<file path="config.mk">
export PLATFORM = sky130hd
export DESIGN_NAME = man_dist_pipe
export DESIGN_NICKNAME = d
export VERILOG_FILES = /design/src/rtl/man_pkg.sv /design/src/rtl/man_pipe_stage.sv /design/src/rtl/man_dist_pipe.sv
export SDC_FILE = /design/constraint.sdc
export NUM_CORES = 1
export LEC_CHECK = 0
export BUFFER_PORTS_ARGS = -buffer_cell sky130_fd_sc_hd__buf_4
export CELL_PAD_IN_SITES_DETAIL_PLACEMENT = 1
export CELL_PAD_IN_SITES_GLOBAL_PLACEMENT = 1
export CORE_MARGIN = 4
export CORE_UTILIZATION = 43
export DETAILED_ROUTE_END_ITERATION = 8
export GPL_ROUTABILITY_DRIVEN = 0
export PLACE_DENSITY = 0.95
export SLEW_MARGIN = 20
export SYNTH_ARGS = -nofsm -noshare
export SYNTH_HDL_FRONTEND = slang
export SYNTH_SLANG_ARGS = --single-unit
</file>
<file path="constraint.sdc">
create_clock -name clk -period 2.5 [get_ports clk]
set_clock_uncertainty 0.1 [all_clocks]
set_input_delay 0.25 -clock clk [delete_from_list [all_inputs] [get_ports clk]]
set_output_delay 0.25 -clock clk [all_outputs]
set_load 0.02 [all_outputs]
</file>
<file path="src/rtl/man_pkg.sv">
// Shared constants and types for the Manhattan-distance datapath.
// Default geometry of the distance vectors and the occupancy-width helper.
package man_pkg;

    localparam int unsigned DIST_W  = 10;
    localparam int unsigned NCH_DEF = 8;
    localparam int unsigned TAG_W   = 8;

    typedef logic [NCH_DEF*DIST_W-1:0] dist_vec_t;

    // Bits needed to count 0..depth valid stages.
    function automatic int unsigned occ_width(input int unsigned depth);
        return (depth < 1) ? 1 : $clog2(depth + 1);
    endfunction

endpackage

</file>
<file path="src/rtl/man_pipe_stage.sv">
// One pipeline slot: valid bit plus data and tag, with load enable and a valid-only clear.
// Clear drops the valid bit but keeps data/tag so a flushed pipe still shows its last payload.
module man_pipe_stage #(
    parameter int unsigned DW = 80,
    parameter int unsigned TW = 8
) (
    input  logic          clk_i,
    input  logic          rst_i,
    input  logic          clr_i,
    input  logic          load_i,
    input  logic          valid_i,
    input  logic [DW-1:0] data_i,
    input  logic [TW-1:0] tag_i,
    output logic          valid_o,
    output logic [DW-1:0] data_o,
    output logic [TW-1:0] tag_o
);

    logic          valid_q, valid_d;
    logic [DW-1:0] data_q, data_d;
    logic [TW-1:0] tag_q, tag_d;

    always_comb begin
        valid_d = valid_q;
        data_d  = data_q;
        tag_d   = tag_q;
        if (clr_i) begin
            valid_d = 1'b0;
        end else if (load_i) begin
            valid_d = valid_i;
            data_d  = data_i;
            tag_d   = tag_i;
        end
    end

    always_ff @(posedge clk_i) begin
        if (rst_i) begin
            valid_q <= 1'b0;
            data_q  <= '0;
            tag_q   <= '0;
        end else begin
            valid_q <= valid_d;
            data_q  <= data_d;
            tag_q   <= tag_d;
        end
    end

    assign valid_o = valid_q;
    assign data_o  = data_q;
    assign tag_o   = tag_q;

endmodule

</file>
<file path="src/rtl/man_dist_pipe.sv">
// Elastic register pipe for per-codeword distance vectors, DEPTH stages deep.
// Empty stages always accept from upstream, so a stalled pipe fills completely before stalling input.
module man_dist_pipe
    import man_pkg::*;
#(
    parameter int unsigned NCH   = NCH_DEF,
    parameter int unsigned W     = DIST_W,
    parameter int unsigned DEPTH = 2,
    parameter int unsigned TAGW  = TAG_W
) (
    input  logic                         clk,
    input  logic                         rst,
    input  logic                         flush,
    input  logic                         in_valid,
    output logic                         in_ready,
    input  logic [NCH*W-1:0]             in_data,
    input  logic [TAGW-1:0]              in_tag,
    output logic                         out_valid,
    input  logic                         out_ready,
    output logic [NCH*W-1:0]             out_data,
    output logic [TAGW-1:0]              out_tag,
    output logic [occ_width(DEPTH)-1:0]  occupancy
);

    localparam int unsigned DW   = NCH * W;
    localparam int unsigned OCCW = occ_width(DEPTH);

    logic [DEPTH:0]   rdy;
    logic [DEPTH-1:0] v_q, v_d;
    logic [DW-1:0]    d_q [DEPTH];
    logic [TAGW-1:0]  t_q [DEPTH];
    logic [OCCW-1:0]  occ_q, occ_d;

    // A stage may advance when it is empty or everything downstream of it advances.
    always_comb begin
        rdy[DEPTH] = out_ready;
        for (int i = DEPTH - 1; i >= 0; i--) begin
            rdy[i] = !v_q[i] | rdy[i+1];
        end
    end

    assign in_ready = rdy[0] & !flush;

    // Mirror of the stage valid bits after this edge, used only for the occupancy count.
    always_comb begin
        v_d = v_q;
        if (rdy[0]) begin
            v_d[0] = in_valid;
        end
        for (int i = 1; i < DEPTH; i++) begin
            if (rdy[i]) begin
                v_d[i] = v_q[i-1];
            end
        end
        if (flush) begin
            v_d = '0;
        end
        occ_d = '0;
        for (int i = 0; i < DEPTH; i++) begin
            occ_d = occ_d + OCCW'(v_d[i]);
        end
    end

    always_ff @(posedge clk) begin
        if (rst) begin
            occ_q <= '0;
        end else begin
            occ_q <= occ_d;
        end
    end

    for (genvar i = 0; i < DEPTH; i++) begin : g_stage
        logic            vin;
        logic [DW-1:0]   din;
        logic [TAGW-1:0] tin;

        if (i == 0) begin : g_head
            assign vin = in_valid;
            assign din = in_data;
            assign tin = in_tag;
        end else begin : g_body
            assign vin = v_q[i-1];
            assign din = d_q[i-1];
            assign tin = t_q[i-1];
        end

        man_pipe_stage #(
            .DW (DW),
            .TW (TAGW)
        ) u_stage (
            .clk_i   (clk),
            .rst_i   (rst),
            .clr_i   (flush),
            .load_i  (rdy[i]),
            .valid_i (vin),
            .data_i  (din),
            .tag_i   (tin),
            .valid_o (v_q[i]),
            .data_o  (d_q[i]),
            .tag_o   (t_q[i])
        );
    end

    assign out_valid = v_q[DEPTH-1];
    assign out_data  = d_q[DEPTH-1];
    assign out_tag   = t_q[DEPTH-1];
    assign occupancy = occ_q;

endmodule
</file>
[Word-level counts from Yosys, hierarchy flattened]
Cells that the tools add are included.
Storage, ports and cells
  register bits after elaboration: 180
  input port bits: 93
  output and inout bits: 92
  word-level logic and storage cells: 21
Operators by class
  add/subtract/negate cells: 1
  mux-type cells: 3
  bitwise logic cells: 4
  reductions and logical operators: 6
Operators with widths (number)
  $reduce_and A2 Y1: 2
  $logic_not A1 Y1: 3
  $add A1 B1 Y2: 1
  $mux W1: 2
  $mux W2: 1
  $or A1 B1 Y1: 2
  $reduce_or A2 Y1: 1
  $and A1 B1 Y1: 1
  $not A1 Y1: 1

[Longest topological paths before layout]
  depth in word-level cells: 6
  gate-level depth with buffers: 7
  depth with buffers taken out: 5

[By module]
Synthesis repeated with hierarchy kept, for this count alone.
Second synthesis, totals
  cell total of the unflattened synthesis: 820
  area, all modules: 8425.6 um^2
Modules (own cells, without submodules)
  man_pipe_stage: instances 2, cells each 404, area each 4146.5 um^2, seq. area each 1781.7 um^2
  man_dist_pipe: instances 1, cells each 12, area each 132.6 um^2, seq. area each 40.0 um^2

[Worst setup path after synthesis]
No wires, ideal clock.
  path type: reg-to-reg
  from: register g_stage[1].u_stage.valid_q
  to: register occ_q[0] (netlist: occupancy[0])
  library setup time: 0.117 ns
  arrival: 1.499 ns
  data required time: 2.283 ns
  slack: 0.784 ns
  cell stages (with the launch flop): 8
  path buffers: 2
  clock period less this slack: 1.716 ns
  path through: dfxtp_1 nor2b_2 buf_6 clkbuf_1 a21oi_1 nor2_1 ha_1 nor2b_1
Between the ends
  cells in the longest elaborated chain, start to end: 6
  elaborated cells on any way between the ends: 7
  those cells by class: add/sub (1); mux (3); bitwise (2); reduce/logical (1)
RTL lines
  start: declaration: RTL line man_pipe_stage.sv:19  | logic valid_q, valid_d;
  start signal: assignment: RTL line man_pipe_stage.sv:42  | valid_q <= valid_d;
  $logic_not A1 Y1: RTL line man_dist_pipe.sv:38  | rdy[i] = !v_q[i] | rdy[i+1];
  $or A1 B1 Y1 (2 in series): RTL line man_dist_pipe.sv:38
  $mux W1
  $mux W2 *: RTL line man_dist_pipe.sv:55  | if (flush) begin
  $add A1 B1 Y2 *: RTL line man_dist_pipe.sv:60  | occ_d = occ_d + OCCW'(v_d[i]);
  via occ_d[0]: RTL line man_dist_pipe.sv:32  | logic [OCCW-1:0] occ_q, occ_d;
  end signal: assignment: RTL line man_dist_pipe.sv:66  | occ_q <= '0;
  end signal: assignment: RTL line man_dist_pipe.sv:68  | occ_q <= occ_d;
  end: declaration: RTL line man_dist_pipe.sv:32
The timed path passes the listed nets; every way through them passes the cells marked *.
A chain may end at the register's enable or synchronous reset.

[Final worst setup path]
  from: register g_stage[1].u_stage.valid_q
  to: output port in_ready
Between the ends
  cells in the longest elaborated chain, start to end: 4
RTL lines
  $logic_not A1 Y1: RTL line man_dist_pipe.sv:38
  $or A1 B1 Y1 (2 in series): RTL line man_dist_pipe.sv:38
  $and A1 B1 Y1: RTL line man_dist_pipe.sv:42  | assign in_ready = rdy[0] & !flush;
  end: declaration: RTL line man_dist_pipe.sv:15  | output logic in_ready,
Every way passes these cells.

==> out/qor.log <==
qor: status.status complete, no violations
qor: sta.maxSlewViolCount 0
qor: synthesis.mappedNetlistNets 894
qor: synthesis.yosys_warn_count 0
qor: cts.clock_tree.buffer_depth 2
qor: placement.port_buffers 184
qor: worst_setup_path.cp_slowest_stage_delay 470 ps
qor: synthesis.post_synth_instance_area 7360 um^2
qor: global_routing.grt_antenna_before_repair 1
qor: worst_setup_path.worst_r2r_path_depth 6
qor: worst_setup_path.critical-path-slowest-cell a21oi_4
qor: global_routing.via_count_of_the_first_global_routing_pass 7,127
qor: cts.clk-insertion-delay-late 420 ps
qor: route.detail_route.drc_violations 0
qor: worst_setup_path.path_cells nor2b_4 -> a21oi_4 -> buf_4
qor: worst_setup_path.path_class reg -> out
qor: final_layout.post-route-cell-area 9910 um^2
qor: route.number_of_vias_after_detailed_routing 6,514
qor: floorplanning.row_count 47
qor: sta.fmaxAchievable 503 MHz
qor: cts.clk_pin_slew_worst_paths 70 ps
qor: sta.fin_setup_tns 0 ps
qor: pwr.power_per_cell_area 679 nW/um^2
qor: worst_hold_path.timing.hold.worst.class in -> reg
qor: global_routing.pin_count_of_the_biggest_net_entering_global_routing 89
qor: cts.cts_max_level 4
qor: worst_setup_path.worst-path-stages 3
qor: run.timing.max_cap.violations 0
qor: floorplanning.dieArea 19,300 um^2
qor: worst_setup_path.timing.critical_path.buf_inv 1
qor: sta.timing.hold.ws 12.1 ps
qor: route.detail_route.wirelength 23.7 mm
qor: synthesis.post_synth_num_cell_types 19
qor: sta.maxSlewHeadroom 32.9%
qor: placement.post_dp_cell_area 8840 um^2
qor: floorplanning.core_area 16,700 um^2
qor: synthesis.ys_seq_elements 180
qor: synthesis.syn-mean-instance-area 9.20 um^2
qor: floorplanning.floorplan.io_pins 185
qor: floorplanning.floorplan.initialDensity 44.1%
qor: sta.hold_viol_final 0
qor: final_layout.final_nets 1,079
qor: final_layout.antenna_cells_inserted 0
qor: placement.post-dp-hpwl 14.1 mm
qor: worst_setup_path.crit_path_start_kind flop
qor: pwr.peakVddDrop 457 uV
qor: final_layout.layout-drive-gt1-share 23.4%
qor: route.detail-route-antenna-nets 0
qor: final_layout.layout_area_growth_over_synthesis 34.7%
qor: sta.final.min_clock_period 1990 ps
qor: global_routing.first_pass_grt_wire_length 38.4 mm
qor: sta.min_period_over_period 79.4%
qor: synthesis.yosysSeqAreaShare 49.0%
qor: floorplanning.height_of_the_die 139 um
qor: route.drt_pass1_iterations 4
qor: sta.setup_viol 0
qor: worst_setup_path.worst_ep_required_time 2150 ps
qor: route.drt_first_iter_violations 396
qor: cts.cts.sink_count 180
qor: sta.unrepaired_setup_endpoints_after_global_routing no
qor: route.post_drt_via_cell_ratio 5.35
qor: global_routing.overflow 0
qor: worst_setup_path.setup.worst_path.end_class output pin
qor: cts.clk_root_buffer_cell clkbuf_16
qor: cts.tritoncts built
qor: pwr.power_leakage 4.12 nW
qor: sta.tightestPinTransition 1010 ps
qor: global_routing.grt_use_total 24.5%
qor: worst_setup_path.critPathArrivalTime 1640 ps
qor: route.post_drt_wl_per_cell 19.5 um
qor: worst_setup_path.critPathMaxFanout 10
qor: worst_setup_path.worst_path_dominant_cell_family compound AO/OA/AOI/OAI gates
qor: cts.post_cts.repair.setup_buffers 0
qor: synthesis.synthCells 800
qor: cts.cts_buffers 17
qor: floorplanning.fp.dieW 139 um
qor: worst_hold_path.min_path_cells 3
==> synth_stat cells <==
cell type  instances  area share (%)
nor2_1             3            0.15
ha_1               1            0.17
nand2b_1         177              15
dfxtp_1          180              49
nor2b_1            2            0.17
mux2i_1           88              12
nand3_1           88             6.0
buf_6              2            0.31
nor2b_2            1            0.12
a21oi_1           89             6.1
a21oi_2            1            0.12
inv_2              1           0.051
buf_1              5            0.26
o21ai_0           88             6.0
nor3_1             2            0.14
clkbuf_1          52             2.7
buf_4              7            0.71
buf_8              2            0.41
buf_2             11            0.75
==> path summary, 6_finish.rpt <==
check / from / to / slack, ps
hold reg to reg: g_stage[0].u_stage.data_o[27]$_SDFFE_PP0P_ / g_stage[1].u_stage.data_o[27]$_SDFFE_PP0P_ / 370
setup reg to reg: g_stage[1].u_stage.valid_o$_SDFF_PP0_ / occupancy[0]$_SDFF_PP0_ / 560
setup / recovery: g_stage[1].u_stage.valid_o$_SDFF_PP0_ / in_ready / 510
hold / removal: in_tag[7] / g_stage[0].u_stage.tag_o[7]$_SDFFE_PP0P_ / 10
==> metal layers <==
metal / wire (um) / GRT usage, %
met5: 13 / 0
met2: 12300 / 44.0
met4: 747 / 9.27
met1: 9610 / 28.6
met3: 1040 / 5.07
==> through the flow <==
stage | worst slack, ps | total power [mW] | util, % | cells
global route | 379 | 6.97 | 59.3 | 1217
global placement | 663 | 3.82 | 53.0 | 1142
detailed placement | 594 | 3.85 | 53.0 | 1142
finish | 514 | 6.73 | 59.3 | 1217
CTS | 493 | 6.76 | 59.3 | 1217
floorplan | 784 | 3.54 | - | 800
==> cells in the final DEF, fill, tap and decap left out <==
| cell | netlist | layout |
|---|---|---|
| clkbuf_16 | 0 | 17 |
| clkbuf_1 | 52 | 3 |
| dfxtp_1 | 180 | 180 |
| bufinv_16 | 0 | 4 |
| ha_1 | 1 | 1 |
| clkinv_4 | 0 | 1 |
| nor2_1 | 3 | 3 |
| clkinvlp_4 | 0 | 2 |
| nor2b_1 | 2 | 2 |
| a21oi_1 | 89 | 89 |
| dlygate4sd3_1 | 0 | 44 |
| buf_6 | 2 | 1 |
| mux2i_1 | 88 | 88 |
| inv_2 | 1 | 1 |
| o21ai_0 | 88 | 88 |
| nand2b_4 | 0 | 1 |
| clkinv_2 | 0 | 1 |
| nor2b_4 | 0 | 1 |
| nor3_1 | 2 | 2 |
| clkbuf_8 | 0 | 3 |
| nand3_1 | 88 | 88 |
| nand2b_1 | 177 | 176 |
| buf_12 | 0 | 4 |
| a21oi_4 | 0 | 1 |
| buf_4 | 7 | 196 |
==> worst reg2reg max path, delay by kind of cell (launching register included) <==
family	cells	cell delay, ps
buffers and inverters	1	460
flip-flops	1	400
adder cells (fa/ha/maj)	1	250
AND/OR/NAND/NOR	4	620
==> state kept, by name, summed over array words and instances (netlist names) <==
signal	flops
g_stage.u_stage.data_o	160
g_stage.u_stage.valid_o	2
g_stage.u_stage.tag_o	16
occupancy	2
==> cell type report <==
cell class,count,area [um^2]
timing repair buffer,245,2000
sequential,180,3600
inverter,1,3.75
multi-input combinational,540,3400
tap,220,275
clock buffer,23,478
clock inverter,8,149
fill,1897,6790
==> where the power goes <==
part | total, mW | switching, mW | internal (mW)
sequential | 3.09 | 0.0837 | 3.01
clock | 2.87 | 1.12 | 1.75
combinational | 0.770 | 0.389 | 0.381
==> repair_timing <==
action / 4_1_cts / 5_1_grt
hold buffers: 44 / 0
endpoints found under the hold margin: 44 / 0
gates resized for setup: 0 / 0
==> cell families (layout without fill, tap and decap cells) <==
logic type	Yosys count	in the layout	synth area share, %
AND/OR/NAND/NOR	273	273	21.6
flip-flops	180	180	49.0
AO/OA/AOI/OAI	178	178	12.2
multiplexers	88	88	12.0
buffers and inverters	80	277	5.13
adder cells (fa/ha/maj)	1	1	0.170
(Power assumes the default switching activity.)
